<file path="src/rtl/dm_wbuf_if.sv">
// Handshake bundle between the memory-access stage, the write buffer and dm_4k.
// Ports: store request (st_*), load request/result (ld_*), data-memory port (dm_*),
//        occupancy status (count, empty). slave = buffer side, master = requester/memory side.
interface dm_wbuf_if #(
  parameter int DEPTH = 4,
  parameter int AW    = 5,
  parameter int DW    = 32
);
  localparam int CW = $clog2(DEPTH) + 1;

  logic          st_valid;
  logic [AW-1:0] st_addr;
  logic [DW-1:0] st_data;
  logic          st_ready;
  logic          ld_req;
  logic [AW-1:0] ld_addr;
  logic [DW-1:0] ld_data;
  logic          ld_hit;
  logic [AW-1:0] dm_addr;
  logic [DW-1:0] dm_din;
  logic          dm_wr;
  logic [DW-1:0] dm_dout;
  logic [CW-1:0] count;
  logic          empty;

  modport slave (
    input  st_valid, st_addr, st_data, ld_req, ld_addr, dm_dout,
    output st_ready, ld_data, ld_hit, dm_addr, dm_din, dm_wr, count, empty
  );

  modport master (
    output st_valid, st_addr, st_data, ld_req, ld_addr, dm_dout,
    input  st_ready, ld_data, ld_hit, dm_addr, dm_din, dm_wr, count, empty
  );
endinterface

</file>
<file path="src/rtl/dm_wbuf.sv">
// Purpose: store queue in front of dm_4k with load forwarding from the newest matching store.
// Latency: store reaches dm_wr one cycle after push (empty queue, no load); loads complete combinationally.
// Backpressure: st_ready drops when DEPTH entries are held; loads always win the shared port and stall drain.
// Ports: clk, rst (async, active-high); bus (dm_wbuf_if.slave) carries st_*, ld_*, dm_*, count, empty.
module dm_wbuf #(
  parameter int DEPTH = 4,
  parameter int AW    = 5,
  parameter int DW    = 32
) (
  input  logic        clk,
  input  logic        rst,
  dm_wbuf_if.slave    bus
);
  localparam int PW = $clog2(DEPTH);
  localparam int CW = PW + 1;

  logic [AW-1:0] addr_q [DEPTH];
  logic [DW-1:0] data_q [DEPTH];
  logic [PW-1:0] head;
  logic [PW-1:0] tail;
  logic [CW-1:0] cnt;

  logic          full;
  logic          push;
  logic          drain;
  logic          hit;
  logic [DW-1:0] fwd;
  logic [PW-1:0] idx;

  assign full  = (cnt == CW'(DEPTH));
  assign push  = bus.st_valid && !full;
  // A load owns the single memory port, so the head entry waits that cycle.
  assign drain = (cnt != '0) && !bus.ld_req;

  assign bus.count    = cnt;
  assign bus.empty    = (cnt == '0);
  assign bus.st_ready = !full;

  assign bus.dm_wr   = drain;
  assign bus.dm_addr = bus.ld_req ? bus.ld_addr : addr_q[head];
  assign bus.dm_din  = data_q[head];

  // Walk entries oldest to youngest so the last match seen is the newest store.
  // Only entries already held are searched; a same-cycle store is not visible.
  always_comb begin
    hit = 1'b0;
    fwd = '0;
    idx = '0;
    for (int i = 0; i < DEPTH; i++) begin
      idx = head + PW'(i);
      if ((CW'(i) < cnt) && (addr_q[idx] == bus.ld_addr)) begin
        hit = 1'b1;
        fwd = data_q[idx];
      end
    end
  end

  assign bus.ld_hit  = hit;
  assign bus.ld_data = hit ? fwd : bus.dm_dout;

  always_ff @(posedge clk or posedge rst) begin
    if (rst) begin
      head <= '0;
      tail <= '0;
      cnt  <= '0;
      for (int i = 0; i < DEPTH; i++) begin
        addr_q[i] <= '0;
        data_q[i] <= '0;
      end
    end else begin
      if (push) begin
        addr_q[tail] <= bus.st_addr;
        data_q[tail] <= bus.st_data;
        tail         <= tail + PW'(1);
      end
      if (drain) begin
        head <= head + PW'(1);
      end
      cnt <= cnt + CW'(push) - CW'(drain);
    end
  end
endmodule

</file>
<file path="src/flat_wrapper.sv">
// flat-port wrapper written by rule: the top's interface ports become plain ports
module dm_wbuf_flat 
#(
  parameter int DEPTH = 4,
  parameter int AW    = 5,
  parameter int DW    = 32
)
  (clk, rst, bus_st_valid, bus_st_addr, bus_st_data, bus_ld_req, bus_ld_addr, bus_dm_dout, bus_st_ready, bus_ld_data, bus_ld_hit, bus_dm_addr, bus_dm_din, bus_dm_wr, bus_count, bus_empty);
  dm_wbuf_if #(.DEPTH(DEPTH), .AW(AW), .DW(DW)) bus_i ();
  input  logic clk;
  input  logic rst;
  input wire logic [$bits(bus_i.st_valid)-1:0] bus_st_valid;
  input wire logic [$bits(bus_i.st_addr)-1:0] bus_st_addr;
  input wire logic [$bits(bus_i.st_data)-1:0] bus_st_data;
  input wire logic [$bits(bus_i.ld_req)-1:0] bus_ld_req;
  input wire logic [$bits(bus_i.ld_addr)-1:0] bus_ld_addr;
  input wire logic [$bits(bus_i.dm_dout)-1:0] bus_dm_dout;
  output wire logic [$bits(bus_i.st_ready)-1:0] bus_st_ready;
  output wire logic [$bits(bus_i.ld_data)-1:0] bus_ld_data;
  output wire logic [$bits(bus_i.ld_hit)-1:0] bus_ld_hit;
  output wire logic [$bits(bus_i.dm_addr)-1:0] bus_dm_addr;
  output wire logic [$bits(bus_i.dm_din)-1:0] bus_dm_din;
  output wire logic [$bits(bus_i.dm_wr)-1:0] bus_dm_wr;
  output wire logic [$bits(bus_i.count)-1:0] bus_count;
  output wire logic [$bits(bus_i.empty)-1:0] bus_empty;
  assign bus_i.st_valid = bus_st_valid;
  assign bus_i.st_addr = bus_st_addr;
  assign bus_i.st_data = bus_st_data;
  assign bus_i.ld_req = bus_ld_req;
  assign bus_i.ld_addr = bus_ld_addr;
  assign bus_i.dm_dout = bus_dm_dout;
  assign bus_st_ready = bus_i.st_ready;
  assign bus_ld_data = bus_i.ld_data;
  assign bus_ld_hit = bus_i.ld_hit;
  assign bus_dm_addr = bus_i.dm_addr;
  assign bus_dm_din = bus_i.dm_din;
  assign bus_dm_wr = bus_i.dm_wr;
  assign bus_count = bus_i.count;
  assign bus_empty = bus_i.empty;
  dm_wbuf #(.DEPTH(DEPTH), .AW(AW), .DW(DW)) u_core (.clk(clk), .rst(rst), .bus(bus_i));
endmodule
</file>
<file path="config.mk">
export PLATFORM = sky130hd
export DESIGN_NAME = dm_wbuf_flat
export DESIGN_NICKNAME = d
export VERILOG_FILES = /design/src/rtl/dm_wbuf_if.sv /design/src/rtl/dm_wbuf.sv /design/src/flat_wrapper.sv
export SDC_FILE = /design/constraint.sdc
export NUM_CORES = 1
export LEC_CHECK = 0
export ABC_AREA = 1
export ABC_CLOCK_PERIOD_IN_PS = 4500
export CAP_MARGIN = 15
export CORE_AREA = 2 2 135 170
export CTS_BUF_LIST = sky130_fd_sc_hd__clkbuf_2
export DETAILED_ROUTE_END_ITERATION = 6
export DIE_AREA = 0 0 137 172
export PLACE_DENSITY = 0.79
export SYNTH_ARGS = -nofsm -noshare
export SYNTH_HDL_FRONTEND = slang
export SYNTH_SLANG_ARGS = --single-unit
</file>
<file path="constraint.sdc">
create_clock -name clk -period 4.5 [get_ports clk]
set_input_delay 0.675 -clock clk [delete_from_list [all_inputs] [get_ports clk]]
set_output_delay 0.675 -clock clk [all_outputs]
set_load 0.05 [all_outputs]
</file>
==> impl_metrics.csv <==
group,metric,value,unit
run_status,status,"finished, final reports clean",
run,maxCapViolCount,0,
synth,synth.area.top_cells,"dfrtp_1, nand2_1, o21ai_0",
die,coreArea,0.0220,mm²
synth,synthArstFlopShare,100,%
clock_network,clock_latency,760,ps
critical_path,worst-path-stages,13,
critical_path,worstReg2RegStart,"u_core.bus.count[2]",
placement,io_buffers,153,
clock_network,clock_sinks,155,
sta,skew,29.8,ps
synth,synth_flop_cell,"dfrtp_1",
synth,syn-instance-count,1734,
synth,yosys_warnings,0,
sta,tightest_slew,976,ps
clock_network,cts-root-buf,"clkbuf_2",
clock_network,clockBufferDepth,2,
synth,synth_area,0.0113,mm²
critical_path,crit_type,"reg -> out",
global_routing,antenna_found_initial,1,
cells_and_area,final_nets,1902,
global_routing,grt_pass1_vias,11121,
synth,synth_commonest_cells,"nand2_1, o21ai_0, inv_1, nand3_1, dfrtp_1",
sta,fin_crit_sh,94.4,%
sta,setup_ws,251,ps
critical_path,cp-end-kind,"primary output",
critical_path,arrival,3570,ps
placement,place_congestion,0.918,
critical_path,path_cells,"inv_4, nand2_1, nand2_8, nand2_1, nand3_1, nand2_1, nor2_4, buf_4, nand4_1, nand3_1, nand3_1, nand3_1, buf_4",
global_routing,grt_pass1_wl,55200,µm
synth,synth_fp_nets,1821,
synth,ys_types,28,
synth,synth_edf_count,0,
route,wire_per_inst,16.6,µm
critical_path,worstRegToRegCells,8,
min_path,hp-class,"in -> async",
global_routing,grt_max_degree,82,
clock_network,cts_tree,"yes",
die,die_y,172,µm
die,fp.dieW,137,µm
synth,synth.avg_cell_area,6.52,µm²
die,start_util,51.4,%
sta,rsz0062_at_grt,"false",
sta,min_period,4250,ps
route,routed_wl,35000,µm
die,io_pins,154,
route,dr.first_iter.drc_count,1204,
synth,yosysTopAreaCellShare,34.3,%
route,vias,12141,
sta,fmax,0.235,GHz
critical_path,crit_top_cell,"nand3_1",
critical_path,required,3830,ps
sta,setup_viol,0,
global_routing,grt_overflow,0,
sta,hold_viol,0,
placement,dp_hpwl,22300,µm
critical_path,crit_path_start_kind,"register",
route,drc,0,
synth,yosysTopAreaCell,"dfrtp_1",
clock_network,clk_pin_slew,220,ps
route,ant_nets,0,
critical_path,path_buf_inv,3,
synth,synth.most_common_cell,"nand2_1",
global_routing,track_usage,29.8,%
route,via_per_inst,5.75,
cells_and_area,drive_gt1_share,6.95,%
route,dr.pass1.iters,6,
synth,seq_area_frac_synth,34.3,%
critical_path,startpoint,"u_core.head[0]",
critical_path,cp_slowest_cell,"dfrtp_4",
die,rows,61,
critical_path,critPathMaxFanout,32,
sta,finalSetupTns,0,ps
placement,place_ws,386,ps
synth,synth-seq-cells,155,
sta,slew_headroom,34.7,%
clock_network,cts_hold_buf,0,
clock_network,numCtsBuffers,17,
cells_and_area,area_growth_syn_to_layout,18.1,%
die,die_area,0.0236,mm²
critical_path,path_delay_family,"simple AND/OR/NAND/NOR gates",
critical_path,crit_path_max_incr_delay,620,ps
clock_network,cts.htree.levels,4,
sta,slew_violations,0,
-- final cells by class --
type | count | area, µm²
antenna | 1 | 2.50
clock buffer | 17 | 85.1
multi-input combinational | 1258 | 6210
sequential | 155 | 3880
timing repair buffer | 193 | 1850
fill | 2095 | 8640
tap | 283 | 354
inverter | 190 | 724
clock inverter | 15 | 223
-- cells in the final DEF, fill, tap and decap left out, drive strengths merged --
| cell type | n |
|---|---|
| o21ai | 352 |
| nand4 | 65 |
| or2 | 1 |
| xnor2 | 1 |
| nand2 | 526 |
| clkdlybuf4s50 | 120 |
| nand3 | 172 |
| clkinv | 5 |
| buf | 71 |
| nor2 | 51 |
| nor3b | 1 |
| mux2i | 64 |
| fa | 1 |
| a21oi | 5 |
| o211ai | 3 |
| nor3 | 2 |
| diode | 1 |
| inv | 190 |
| clkinvlp | 5 |
| dfrtp | 155 |
| ha | 8 |
| xor2 | 6 |
| clkbuf | 19 |
| bufinv | 5 |
-- per-layer routing --
layer,vias up,wire length [µm],GRT usage (%),share of wire (%)
met4,0,1730,17.1,4.9
met2,580,16500,48.6,47
met5,-,0,0,0
met3,125,3050,5.04,8.7
met1,5610,13800,37.4,39
li1,5826,-,-,-
-- path summary, 6_finish.rpt --
check	endpoint	slack [ps]
worst min register to register	u_core.data_q[19]	510
min in group clk	u_core.data_q[14]	510
max in group asynchronous	u_core.head[0]	3150
worst max register to register	u_core.data_q[53]	1700
worst min-delay path	u_core.data_q[102]	300
worst max-delay path	bus_ld_data[31]	250
-- kinds of logic (layout without fill, tap and decap cells) --
group           Yosys count  count (layout)  share of synthesized area, %
compound gates          360             360                          16.0
xor+xnor                  7               7                         0.543
simple gates            818             818                          30.9
fa+ha+maj                 9               9                          1.06
mux                      64              64                          5.67
buf+inv                 321             415                          11.5
flops                   155             155                          34.3
other cells               0               1                             0
-- metrics by stage --
stage / instances / utilization, % / area [µm²] / hold WS (ps)
4_1_cts: 2105 / 60.1 / 13200 / 285
6_report: 2112 / 60.7 / 13300 / 300
3_3_place_gp: 2072 / 58.5 / 12900 / 467
5_1_grt: 2112 / 60.7 / 13300 / 297
3_5_place_dp: 2072 / 58.5 / 12900 / 473
2_1_floorplan: 1734 / - / 11300 / 453
-- sequential cells by signal, summed over array words and instances (netlist names) --
name              flops
u_core.addr_q        20
u_core.data_q       128
u_core.head           2
u_core.tail           2
u_core.bus.count      3
-- timing repair --
action,in CTS,in global routing
pin swaps,0,2
setup buffers,1,5
resized for setup,7,13
gates cloned,0,1
endpoints found under the setup margin,39,47
Power is left out: the tool's default activity adds up to more than one toggle a clock period on the data nets, which glitch-free logic cannot reach.
